[config.mk]
export PLATFORM = sky130hd
export DESIGN_NAME = router_pkt_src
export DESIGN_NICKNAME = d
export VERILOG_FILES = /design/src/rtl/router_pkt_src.sv
export SDC_FILE = /design/constraint.sdc
export NUM_CORES = 1
export LEC_CHECK = 0
export CORE_ASPECT_RATIO = 0.7
export CORE_UTILIZATION = 30
export DETAILED_ROUTE_END_ITERATION = 12
export DONT_BUFFER_PORTS = 1
export GPL_TIMING_DRIVEN = 1
export HOLD_SLACK_MARGIN = 0.03
export SLEW_MARGIN = 20
export SYNTH_ARGS = -nofsm -noshare
export SYNTH_HDL_FRONTEND = slang
export SYNTH_SLANG_ARGS = --single-unit
[constraint.sdc]
create_clock -name clock -period 4.2 [get_ports clock]
set_clock_uncertainty 0.15 [all_clocks]
set_input_delay 0.84 -clock clock [delete_from_list [all_inputs] [get_ports clock]]
set_output_delay 0.84 -clock clock [all_outputs]
set_load 0.03 [all_outputs]
[src/rtl/router_pkt_src.sv]
// Packet source for the 1xN router: emits header, payload and parity
// with busy back-pressure, packet counting and parity-error injection.
module router_pkt_src #(
  parameter int          DATA_WIDTH = 8,
  parameter int          ADDR_WIDTH = 2,
  parameter int          NUM_DEST   = 3,
  parameter int          GAP_CYCLES = 1,
  parameter logic [15:0] SEED       = 16'hACE1
) (
  input  logic                             clock,
  input  logic                             reset,
  input  logic                             start,
  input  logic [ADDR_WIDTH-1:0]            cmd_addr,
  input  logic [DATA_WIDTH-ADDR_WIDTH-1:0] cmd_len,
  input  logic                             cmd_mode,
  input  logic                             cmd_corrupt,
  input  logic                             busy,
  output logic                             pkt_valid,
  output logic [DATA_WIDTH-1:0]            pkt_data,
  output logic                             ready,
  output logic                             done,
  output logic                             cmd_err,
  output logic [15:0]                      pkt_count
);
  localparam int DW = DATA_WIDTH;
  localparam int LW = DATA_WIDTH - ADDR_WIDTH;
  localparam int GW = (GAP_CYCLES > 1) ? $clog2(GAP_CYCLES) : 1;

  typedef enum logic [2:0] {
    S_IDLE,
    S_HEADER,
    S_PAYLOAD,
    S_PARITY,
    S_GAP
  } state_t;

  state_t          state_q, state_d;
  logic            pkt_valid_q, pkt_valid_d;
  logic [DW-1:0]   pkt_data_q, pkt_data_d;
  logic            ready_q, ready_d;
  logic            done_q, done_d;
  logic            cmd_err_q, cmd_err_d;
  logic [15:0]     pkt_count_q, pkt_count_d;
  logic [15:0]     lfsr_q, lfsr_d;
  logic [DW-1:0]   inc_q, inc_d;
  logic [DW-1:0]   acc_q, acc_d;
  logic [LW-1:0]   cnt_q, cnt_d;
  logic            mode_q, mode_d;
  logic            corrupt_q, corrupt_d;
  logic [GW-1:0]   gap_q, gap_d;

  logic [15:0]     lfsr_nx;
  logic [DW-1:0]   inc_nx;
  logic [DW-1:0]   acc_nx;
  logic            cmd_bad;

  // Galois form of x^16+x^14+x^13+x^11+1
  assign lfsr_nx = {1'b0, lfsr_q[15:1]}
                 ^ (lfsr_q[0] ? 16'hB400 : 16'h0000);
  assign inc_nx  = inc_q + DW'(1);
  assign acc_nx  = acc_q ^ pkt_data_q;
  assign cmd_bad = (cmd_len == '0)
                || (int'(cmd_addr) >= NUM_DEST);

  always_comb begin
    state_d     = state_q;
    pkt_valid_d = pkt_valid_q;
    pkt_data_d  = pkt_data_q;
    done_d      = 1'b0;
    cmd_err_d   = 1'b0;
    pkt_count_d = pkt_count_q;
    lfsr_d      = lfsr_q;
    inc_d       = inc_q;
    acc_d       = acc_q;
    cnt_d       = cnt_q;
    mode_d      = mode_q;
    corrupt_d   = corrupt_q;
    gap_d       = gap_q;
    unique case (state_q)
      S_IDLE: begin
        pkt_valid_d = 1'b0;
        pkt_data_d  = '0;
        if (start && cmd_bad) begin
          cmd_err_d = 1'b1;
        end else if (start) begin
          state_d     = S_HEADER;
          pkt_valid_d = 1'b1;
          pkt_data_d  = {cmd_len, cmd_addr};
          acc_d       = {cmd_len, cmd_addr};
          cnt_d       = cmd_len;
          mode_d      = cmd_mode;
          corrupt_d   = cmd_corrupt;
        end
      end
      S_HEADER: begin
        if (!busy) begin
          state_d    = S_PAYLOAD;
          inc_d      = DW'(1);
          pkt_data_d = mode_q ? DW'(1)
                              : lfsr_q[DW-1:0];
        end
      end
      S_PAYLOAD: begin
        if (!busy) begin
          acc_d = acc_nx;
          cnt_d = cnt_q - LW'(1);
          inc_d = inc_nx;
          if (!mode_q) lfsr_d = lfsr_nx;
          if (cnt_q == LW'(1)) begin
            state_d     = S_PARITY;
            pkt_valid_d = 1'b0;
            pkt_data_d  = acc_nx
                        ^ {{(DW-1){1'b0}}, corrupt_q};
          end else begin
            pkt_data_d = mode_q ? inc_nx
                                : lfsr_nx[DW-1:0];
          end
        end
      end
      S_PARITY: begin
        if (!busy) begin
          done_d      = 1'b1;
          pkt_count_d = pkt_count_q + 16'd1;
          pkt_data_d  = '0;
          if (GAP_CYCLES == 0) begin
            state_d = S_IDLE;
          end else begin
            state_d = S_GAP;
            gap_d   = GW'(GAP_CYCLES - 1);
          end
        end
      end
      S_GAP: begin
        if (gap_q == '0) state_d = S_IDLE;
        else             gap_d   = gap_q - GW'(1);
      end
      default: begin
        state_d     = S_IDLE;
        pkt_valid_d = 1'b0;
        pkt_data_d  = '0;
      end
    endcase
    ready_d = (state_d == S_IDLE);
  end

  always_ff @(posedge clock or posedge reset) begin
    if (reset) begin
      state_q     <= S_IDLE;
      pkt_valid_q <= 1'b0;
      pkt_data_q  <= '0;
      ready_q     <= 1'b1;
      done_q      <= 1'b0;
      cmd_err_q   <= 1'b0;
      pkt_count_q <= '0;
      lfsr_q      <= SEED;
      inc_q       <= DW'(1);
      acc_q       <= '0;
      cnt_q       <= '0;
      mode_q      <= 1'b0;
      corrupt_q   <= 1'b0;
      gap_q       <= '0;
    end else begin
      state_q     <= state_d;
      pkt_valid_q <= pkt_valid_d;
      pkt_data_q  <= pkt_data_d;
      ready_q     <= ready_d;
      done_q      <= done_d;
      cmd_err_q   <= cmd_err_d;
      pkt_count_q <= pkt_count_d;
      lfsr_q      <= lfsr_d;
      inc_q       <= inc_d;
      acc_q       <= acc_d;
      cnt_q       <= cnt_d;
      mode_q      <= mode_d;
      corrupt_q   <= corrupt_d;
      gap_q       <= gap_d;
    end
  end

  assign pkt_valid = pkt_valid_q;
  assign pkt_data  = pkt_data_q;
  assign ready     = ready_q;
  assign done      = done_q;
  assign cmd_err   = cmd_err_q;
  assign pkt_count = pkt_count_q;
endmodule

Yosys cells after proc, flatten, opt, wreduce, memory -nomap -nowiden. Index checks and enable logic that the tools add are counted.

Register bits after elaboration: 72. Input bits: 14. Word-level logic and storage cells: 96.

Add/subtract/negate cells: 4. Magnitude comparators: 1. Eq/ne operators: 11. Mux-type cells: 41. Bitwise logic cells: 8. Reductions and logical operators: 17.

Operators with widths (number): 2-to-1 mux 8 bit (13); case mux 8 bit (5 select lines) (1); case mux 8 bit (2 select lines) (2); 2-to-1 mux 3 bit (7); 2-to-1 mux 6 bit (3); adder 16 x 1 -> 16 bit (second input constant) (1); 2-to-1 mux 16 bit (1); bitwise XOR 15 x 16 -> 16 bit (1); case mux 3 bit (5 select lines) (1); != test 2 bit (second input constant) (6); case mux 6 bit (2 select lines) (1); AND reduction 3 bit (4); 2-to-1 mux 1 bit (10); adder 8 x 1 -> 8 bit (second input constant) (1); AND reduction 4 bit (2); bitwise XOR 8 x 1 -> 8 bit (1); bitwise XOR 8 bit (1); equality test 3 x 2 -> 1 bit (second input constant) (2); equality test 6 x 1 -> 1 bit (second input constant) (1); zero test 3 bit (2); zero test 6 bit (1); nonzero test 2 bit (3); subtractor 6 x 1 -> 6 bit (second input constant) (1); inverter 1 bit (5); other kinds (10) (11).

Longest topological paths before layout. Gate-level depths: netlist of the first run.

Depth after elaboration: 6. Gate-level depth with buffers: 7. Gate-level depth less buffers: 6.

Least setup slack after synthesis of the first run. No wires, ideal clock.

Path kind: input to register. Start point: input port cmd_len[4]. End point: register cnt_q[1]. Library setup time: 0.125 ns. Arrival time: 2.150 ns. Required time: 3.925 ns. Path slack: 1.776 ns. Cell stages on the path: 4. Buffers on the path: 0. Cell sequence: or4_4 o311a_4 nor2_4 mux2_2.

Cells in the longest elaborated chain, start to end: 5.

RTL lines: start, declared (line 14) `input logic [DATA_WIDTH-ADDR_WIDTH-1:0] cmd_len,`; zero test 6 bit (line 62) `assign cmd_bad = (cmd_len == '0)`; logical OR 1 bit (line 63) `|| (int'(cmd_addr) >= NUM_DEST);`; logical AND 1 bit (line 83) `if (start && cmd_bad) begin`; != test 2 bit (no line); AND reduction 4 bit (no line); end signal, assigned (line 173) `cnt_q <= cnt_d;`; end, declared (line 47) `logic [LW-1:0] cnt_q, cnt_d;`.

Every way passes these cells. A chain may end at the register's enable or synchronous reset.

Worst setup path in the final report of the first run.
Start point: register state_q[1]. End point: register lfsr_q[4].

Cells in the longest elaborated chain, start to end: 2.

RTL lines: start, declared (line 37) `state_t state_q, state_d;`; start signal, assigned (line 163) `state_q <= state_d;`; equality test 3 x 2 -> 1 bit (line 79) `unique case (state_q)`; AND reduction 3 bit (no line); end signal, assigned (line 170) `lfsr_q <= lfsr_d;`; end, declared (line 44) `logic [15:0] lfsr_q, lfsr_d;`.

Every way passes these cells.

==> results of run 1 <==
## through the flow
stage / cells / worst slack (ns) / total power, mW
after floorplan: 382 / 1.43 / 2.17
after CTS: 539 / 1.57 / 3.17
after global placement: 523 / 1.36 / 2.41
after detailed placement: 523 / 1.35 / 2.44
after global routing: 539 / 1.43 / 3.36
final: 539 / 1.53 / 3.15
## kinds of logic (layout without fill, tap and decap cells)
kind of cell	count (synthesis)	count (layout)	share of synthesized area
multiplexers	22	22	0.0631
flip-flops	71	71	0.453
AO/OA/AOI/OAI	111	111	0.200
XOR/XNOR	23	23	0.0510
adder cells (fa/ha/maj)	4	4	0.0127
AND/OR/NAND/NOR	116	116	0.173
buffers and inverters	35	30	0.0472
## power by group through the flow
stage	combinational, mW	clock (mW)	sequential, mW
floorplan	0.964	0	1.20
detailed placement	1.09	0	1.36
CTS	1.09	0.734	1.35
finish	1.09	0.711	1.35
global placement	1.06	0	1.35
global route	1.21	0.761	1.39
## sequential cells by signal (all words and copies together) (netlist names)
register   count
acc_q          8
cmd_err        1
cnt_q          6
corrupt_q      1
done           1
inc_q          8
lfsr_q        16
mode_q         1
pkt_count     16
pkt_data       8
pkt_valid      1
ready          1
state_q        3
## final cells by class
cell class	instances	area (µm²)	area share
inverters	7	26.3	0.00607
repair buffers	7	52.6	0.0121
well taps	162	203	0.0468
flip-flops and latches	71	1790	0.413
clock buffers	12	246	0.0569
clock inverters	4	31.3	0.00723
multi-input cells	276	1980	0.458
## metal layers
metal | up-vias | wire (µm)
li1 | 1410 | -
met1 | 1507 | 4680
met2 | 112 | 4080
met3 | 19 | 1000
met4 | 2 | 181
met5 | - | 9
## final timing paths
kind | endpoint | slack, ns | start
max in group asynchronous | lfsr_q[15]$_DFFE_PP1P_ | 2.77 | reset
worst min register to register | inc_q[7]$_DFFE_PP0P_ | 0.35 | inc_q[7]$_DFFE_PP0P_
min in group clock | inc_q[7]$_DFFE_PP0P_ | 0.35 | inc_q[7]$_DFFE_PP0P_
worst max-delay path | lfsr_q[4]$_DFFE_PP0P_ | 1.53 | state_q[1]$_DFF_PP0_
worst max register to register | lfsr_q[4]$_DFFE_PP0P_ | 1.53 | state_q[1]$_DFF_PP0_
worst min-delay path | corrupt_q$_DFFE_PP0P_ | 0.30 | reset
## cells in the mapped netlist, types with 7 or more instances
master / count
dfrtp_1: 61
buf_2: 10
nand4_1: 9
o21ai_0: 18
nor3_1: 7
dfstp_2: 10
xnor2_1: 14
clkbuf_1: 8
mux2_2: 15
xor2_1: 9
nand2b_1: 9
nor3b_1: 7
nor2_1: 22
o22ai_1: 14
inv_1: 7
o2bb2ai_1: 9
nand2_1: 24
a21oi_1: 18
==> summary.md, run 1 <==
| Metric | Value |
|---|---|
| Outcome | `finished with violations` |
| Failing checks | `design-rule violations` |
| First-pass GRT wire length | `16.0 mm` |
| Final hold slack | `0.299 ns` |
| Syn-to-layout area delta | `9.67%` |
| Sequential element share of the synthesized area | `0.453` |
| CP max stage cell | `or4b_1` |
| Post-DP Area | `4050 µm²` |
| Root buf cell | `clkbuf_16` |
| Initial antenna violation count | `1` |
| CTS tree | `built` |
| Gr busiest metal | `met1` |
| I/O pin total | `42` |
| Power per Cell Area | `728 nW/µm²` |
| GRT met2 Usage | `0.211` |
| H-tree levels | `3` |
| Worst Path Required | `4.27 ns` |
| Hold Path Class | `primary input to asynchronous set/reset pin` |
| Peak VDD IR | `0.000211 V` |
| Minimum clock period | `2.67 ns` |
| CP cell instances | `or4b_1, nor2_8, mux2_2` |
| CP Launch Type | `register` |
| Via count | `3050` |
| Initial DRT Pass Iterations | `9` |
| Ys async rst share | `1.00` |
| Max-cap violations | `0` |
| N_diodes | `0` |
| Die span in x | `139 µm` |
| Die ar. | `13600 µm²` |
| Input/output buffers | `0` |
| Clk pwr share | `0.226` |
| Clock sinks | `71` |
| Resized cells post-CTS | `0` |
| Actual slew at the worst max-slew pin | `0.872 ns` |
| Cts hold-fix bufs | `0` |
| Max Fclk | `0.374 GHz` |
| Met1 usage | `0.213` |
| Final nets | `390` |
| Drt total wl | `9.95 mm` |
| Synth Net Count | `400` |
| Cell accounting for the most synthesized area | `dfrtp_1` |
| Prevailing post-synth register cell | `dfrtp_1` |
| CP max stage delay | `0.90 ns` |
| Clk Latency, worst-skew pair | `0.34 ns` |
| Switch share | `0.419` |
| FP Rows | `34` |
| Total GRT Usage | `0.155` |
| R2R depth | `3` |
| Number of global-route vias before repair | `2841` |
| Critical Path AT | `2.74 ns` |
| RSZ-0062 raised after global routing | `no` |
| TritonCTS buffer count | `9` |
| Synth warn | `0` |
| Layout filler cell count | `1249` |
| Grt ovf | `0` |
| Final hold vios | `0` |
| Yosys cell types | `65` |
| Final worst path period share | `0.636` |
| Met3 Resource Use GR | `0.0687` |
| Post-Synthesis Cells | `382` |
| Post-DP HPWL | `6.91 mm` |
| Wire per inst | `18.5 µm` |
| Setup total negative slack | `0 ns` |
| Synth area leaders | `dfrtp_1 39%, dfstp_2 6.7%, mux2_2 4.3%, xnor2_1 3.1%, a21oi_1 2.3%` |
| Crit path kind | `register to register` |
| Synthesized area | `3950 µm²` |
| DRT antenna net count | `0` |
| EDFF count, synth | `0` |
| GPL Wtd Cong | `0.857` |
| Buf+Inv Stages, Crit Path | `0` |
| Pin count of the biggest net entering global routing | `31` |
| Slew margin rel. | `0.419` |
| Fin util | `0.343` |
| Most frequent cells in the layout | `61 x dfrtp_1, 24 x nand2_1, 22 x nor2_1, 18 x a21oi_1, 18 x o21ai_0` |
| Most common cell after layout, fill and taps aside | `dfrtp_1` |
| Vias/cell | `5.66` |
| Worst setup EP type | `register` |
| Worst-path maximum fanout | `19` |
| Die extent in y | `98.0 µm` |
| Postcts setup bufs | `0` |
| Instance count on the critical path | `3` |
| Layout cells sized above 1 | `0.154` |
| Logic pwr share | `0.347` |
| Slew Limit Fails | `0` |
| DR iter-0 viols | `200` |
| Internal | `1.83 mW` |
| CTS clk-pin slew, worst paths | `0.06 ns` |
| Syn_area_per_cell | `10.3 µm²` |
| Psw | `1.32 mW` |
| Final setup vio count | `0` |
| Seq cells post-synth | `71` |
| DRC viols | `2` |
| Initial Util | `0.312` |
| Clock tree buffer depth | `2` |
| Core ar. | `12600 µm²` |
| Final Cell Area | `4330 µm²` |
| Worst path top cell family by delay | `simple AND/OR/NAND/NOR gates` |
| Synth top area share | `0.387` |
| Sequential power share | `0.428` |
| Leakage | `1.76 nW` |
Note: power is estimated with default switching activity, not from simulation.
==> run 2: changes to the inputs <==
- clock period: 4.2 -> 2.5 ns (I/O delays scaled with it)
==> summary.md, run 2 (synthesized netlist as in run 1, its figures left out) <==
| Metric | Value |
|---|---|
| Outcome | `finished with violations` |
| Actual slew at the worst max-slew pin | `0.444 ns` |
| Worst setup EP type | `register` |
| First-pass GRT wire length | `17.0 mm` |
| Crit path kind | `register to register` |
| Slew Limit Fails | `0` |
| Leakage | `1.85 nW` |
| Final nets | `403` |
| CP max stage delay | `0.42 ns` |
| Minimum clock period | `2.16 ns` |
| Post-route insts no fill | `552` |
| Die ar. | `13600 µm²` |
| GPL Wtd Cong | `0.828` |
| Logic pwr share | `0.372` |
| Switch share | `0.402` |
| Pre-CTS setup slack | `0.279 ns` |
| Power per Cell Area | `1250 nW/µm²` |
| Worst R2R Start | `state_q[0]$_DFF_PP0_` |
| Root buf cell | `clkbuf_16` |
| Inst Count DP | `535` |
| CTS clk-pin slew, worst paths | `0.06 ns` |
| Most frequent cells in the layout | `61 x dfrtp_1, 24 x nand2_1, 22 x nor2_1` |
| Grt ovf | `0` |
| Critical Path AT | `2.26 ns` |
| Worst Path Required | `2.60 ns` |
| Via count | `3114` |
| Hold_sp | `busy` |
| Number of global-route vias before repair | `2987` |
| Wire per inst | `18.4 µm` |
| Clock sinks | `71` |
| Final worst path period share | `0.863` |
| FP Rows | `34` |
| Initial Util | `0.312` |
| Die extent in y | `98.0 µm` |
| Initial antenna violation count | `0` |
| Die span in x | `139 µm` |
| Max Fclk | `0.463 GHz` |
| Post-DP HPWL | `7.13 mm` |
| Failing checks | `design-rule violations` |
| Clk pwr share | `0.244` |
| Clock tree buffer depth | `2` |
| R2R depth | `6` |
| CP Launch Type | `register` |
| Slew margin rel. | `0.700` |
| Clk Latency, worst-skew pair | `0.34 ns` |
| RSZ-0062 raised after global routing | `no` |
| RR Endpoint | `pkt_data[6]$_DFFE_PP0P_` |
| Total Power | `5.61 mW` |
| Psw | `2.26 mW` |
| CTS tree | `built` |
| DR iter-0 viols | `294` |
| Max-cap violations | `0` |
| Setup total negative slack | `0 ns` |
| Core ar. | `12600 µm²` |
| N_diodes | `0` |
| Final hold vios | `0` |
| DRT antenna net count | `0` |
| TritonCTS buffer count | `9` |
| Initial DRT Pass Iterations | `11` |
| Final setup vio count | `0` |
| Hold Path Class | `primary input to register` |
| Most common cell after layout, fill and taps aside | `dfrtp_1` |
| CP max stage cell | `dfrtp_1` |
| Worst-path maximum fanout | `28` |
| Hold Path Stages | `1` |
| Sequential power share | `0.384` |
| Input/output buffers | `0` |
| Drt total wl | `10.1 mm` |
| Peak VDD IR | `0.000378 V` |
| Final worst slack | `0.341 ns` |
| I/O pin total | `42` |
| Pin count of the biggest net entering global routing | `55` |
| DRC viols | `2` |
| Internal | `3.35 mW` |
| Syn-to-layout area delta | `13.4%` |
| Hold Path End | `state_q[2]$_DFF_PP0_` |
| Vias/cell | `5.64` |
| Most used cell, CP | `buf_4` |
| Layout cells sized above 1 | `0.182` |
| CP cell instances | `buf_4, or3b_1, buf_4, nor4_1, o21ai_0, o211ai_1` |
| Total GRT Usage | `0.161` |
| R2r setup slk | `0.34 ns` |
| H-tree levels | `3` |
[run 2: cell types whose count changed in the layout (fill, tap and decap cells not counted), sizes merged]
cell,delta
dlygate4sd3,+1
inv,+1
bufinv,+2
buf,+12
clkbuf,-2
clkinv,-1
[run 2: critical path: cells and delay by family, from the launching register on]
kind / cells / cell delay [ns]
and+or+nand+nor: 2 / 0.73
buffers and inverters: 2 / 0.46
DFF: 1 / 0.42
AOI/OAI and AO/OA: 2 / 0.30
[run 2: stage by stage]
stage                     hold WS [ns]  area (µm²)  utilization
final                           0.0857        4480        0.354
after global routing            0.0773        4480        0.354
after CTS                       0.0691        4480        0.354
after detailed placement         0.240        4150        0.329
after global placement           0.243        4150        0.329
after floorplan                  0.310        3950            -
[run 2: how the worst max path moves through the flow]
stage | start | end | slack, ns | cells after the start
floorplan | reset | acc_q[0]$_DFFE_PP0P_ | 0.07 | 1
global placement | cmd_len[4] | pkt_data[0]$_DFFE_PP0P_ | 0.31 | 5
detailed placement | cmd_len[4] | cnt_q[3]$_DFFE_PP0P_ | 0.28 | 5
CTS | state_q[0]$_DFF_PP0_ | lfsr_q[1]$_DFFE_PP0P_ | 0.37 | 4
global route | state_q[1]$_DFF_PP0_ | pkt_count[14]$_DFFE_PP0P_ | 0.12 | 6
finish | state_q[0]$_DFF_PP0_ | pkt_data[6]$_DFFE_PP0P_ | 0.34 | 6
[run 2: power groups by stage]
stage	clock network, mW	logic, mW	registers, mW
after floorplan	0	1.62	2.02
after global placement	0	2.03	2.15
after detailed placement	0	2.07	2.17
after CTS	1.40	2.08	2.15
after global routing	1.45	2.31	2.22
final	1.37	2.09	2.16
[run 2: cell type report]
type / instances / area [µm²]
Fill cell: 1222 / 8160
Tap cell: 162 / 203
Multi-Input combinational cell: 276 / 1980
Sequential cell: 71 / 1790
Clock inverter: 6 / 83.8
Timing Repair Buffer: 20 / 165
Inverter: 7 / 26.3
Clock buffer: 10 / 229
[run 2: routing by layer]
layer / wire, µm / vias up / share of wire / GRT usage
li1: - / 1436 / - / -
met1: 5050 / 1559 / 0.50 / 0.231
met2: 4130 / 106 / 0.41 / 0.219
met3: 862 / 13 / 0.085 / 0.0642
met4: 106 / 0 / 0.010 / 0.0487
met5: 0 / - / 0 / 0
[run 2: timing repair]
action	CTS	global route
hold buffers	1	0
hold endpoints to repair	17	0
setup buffers	0	0
resized for setup	0	0
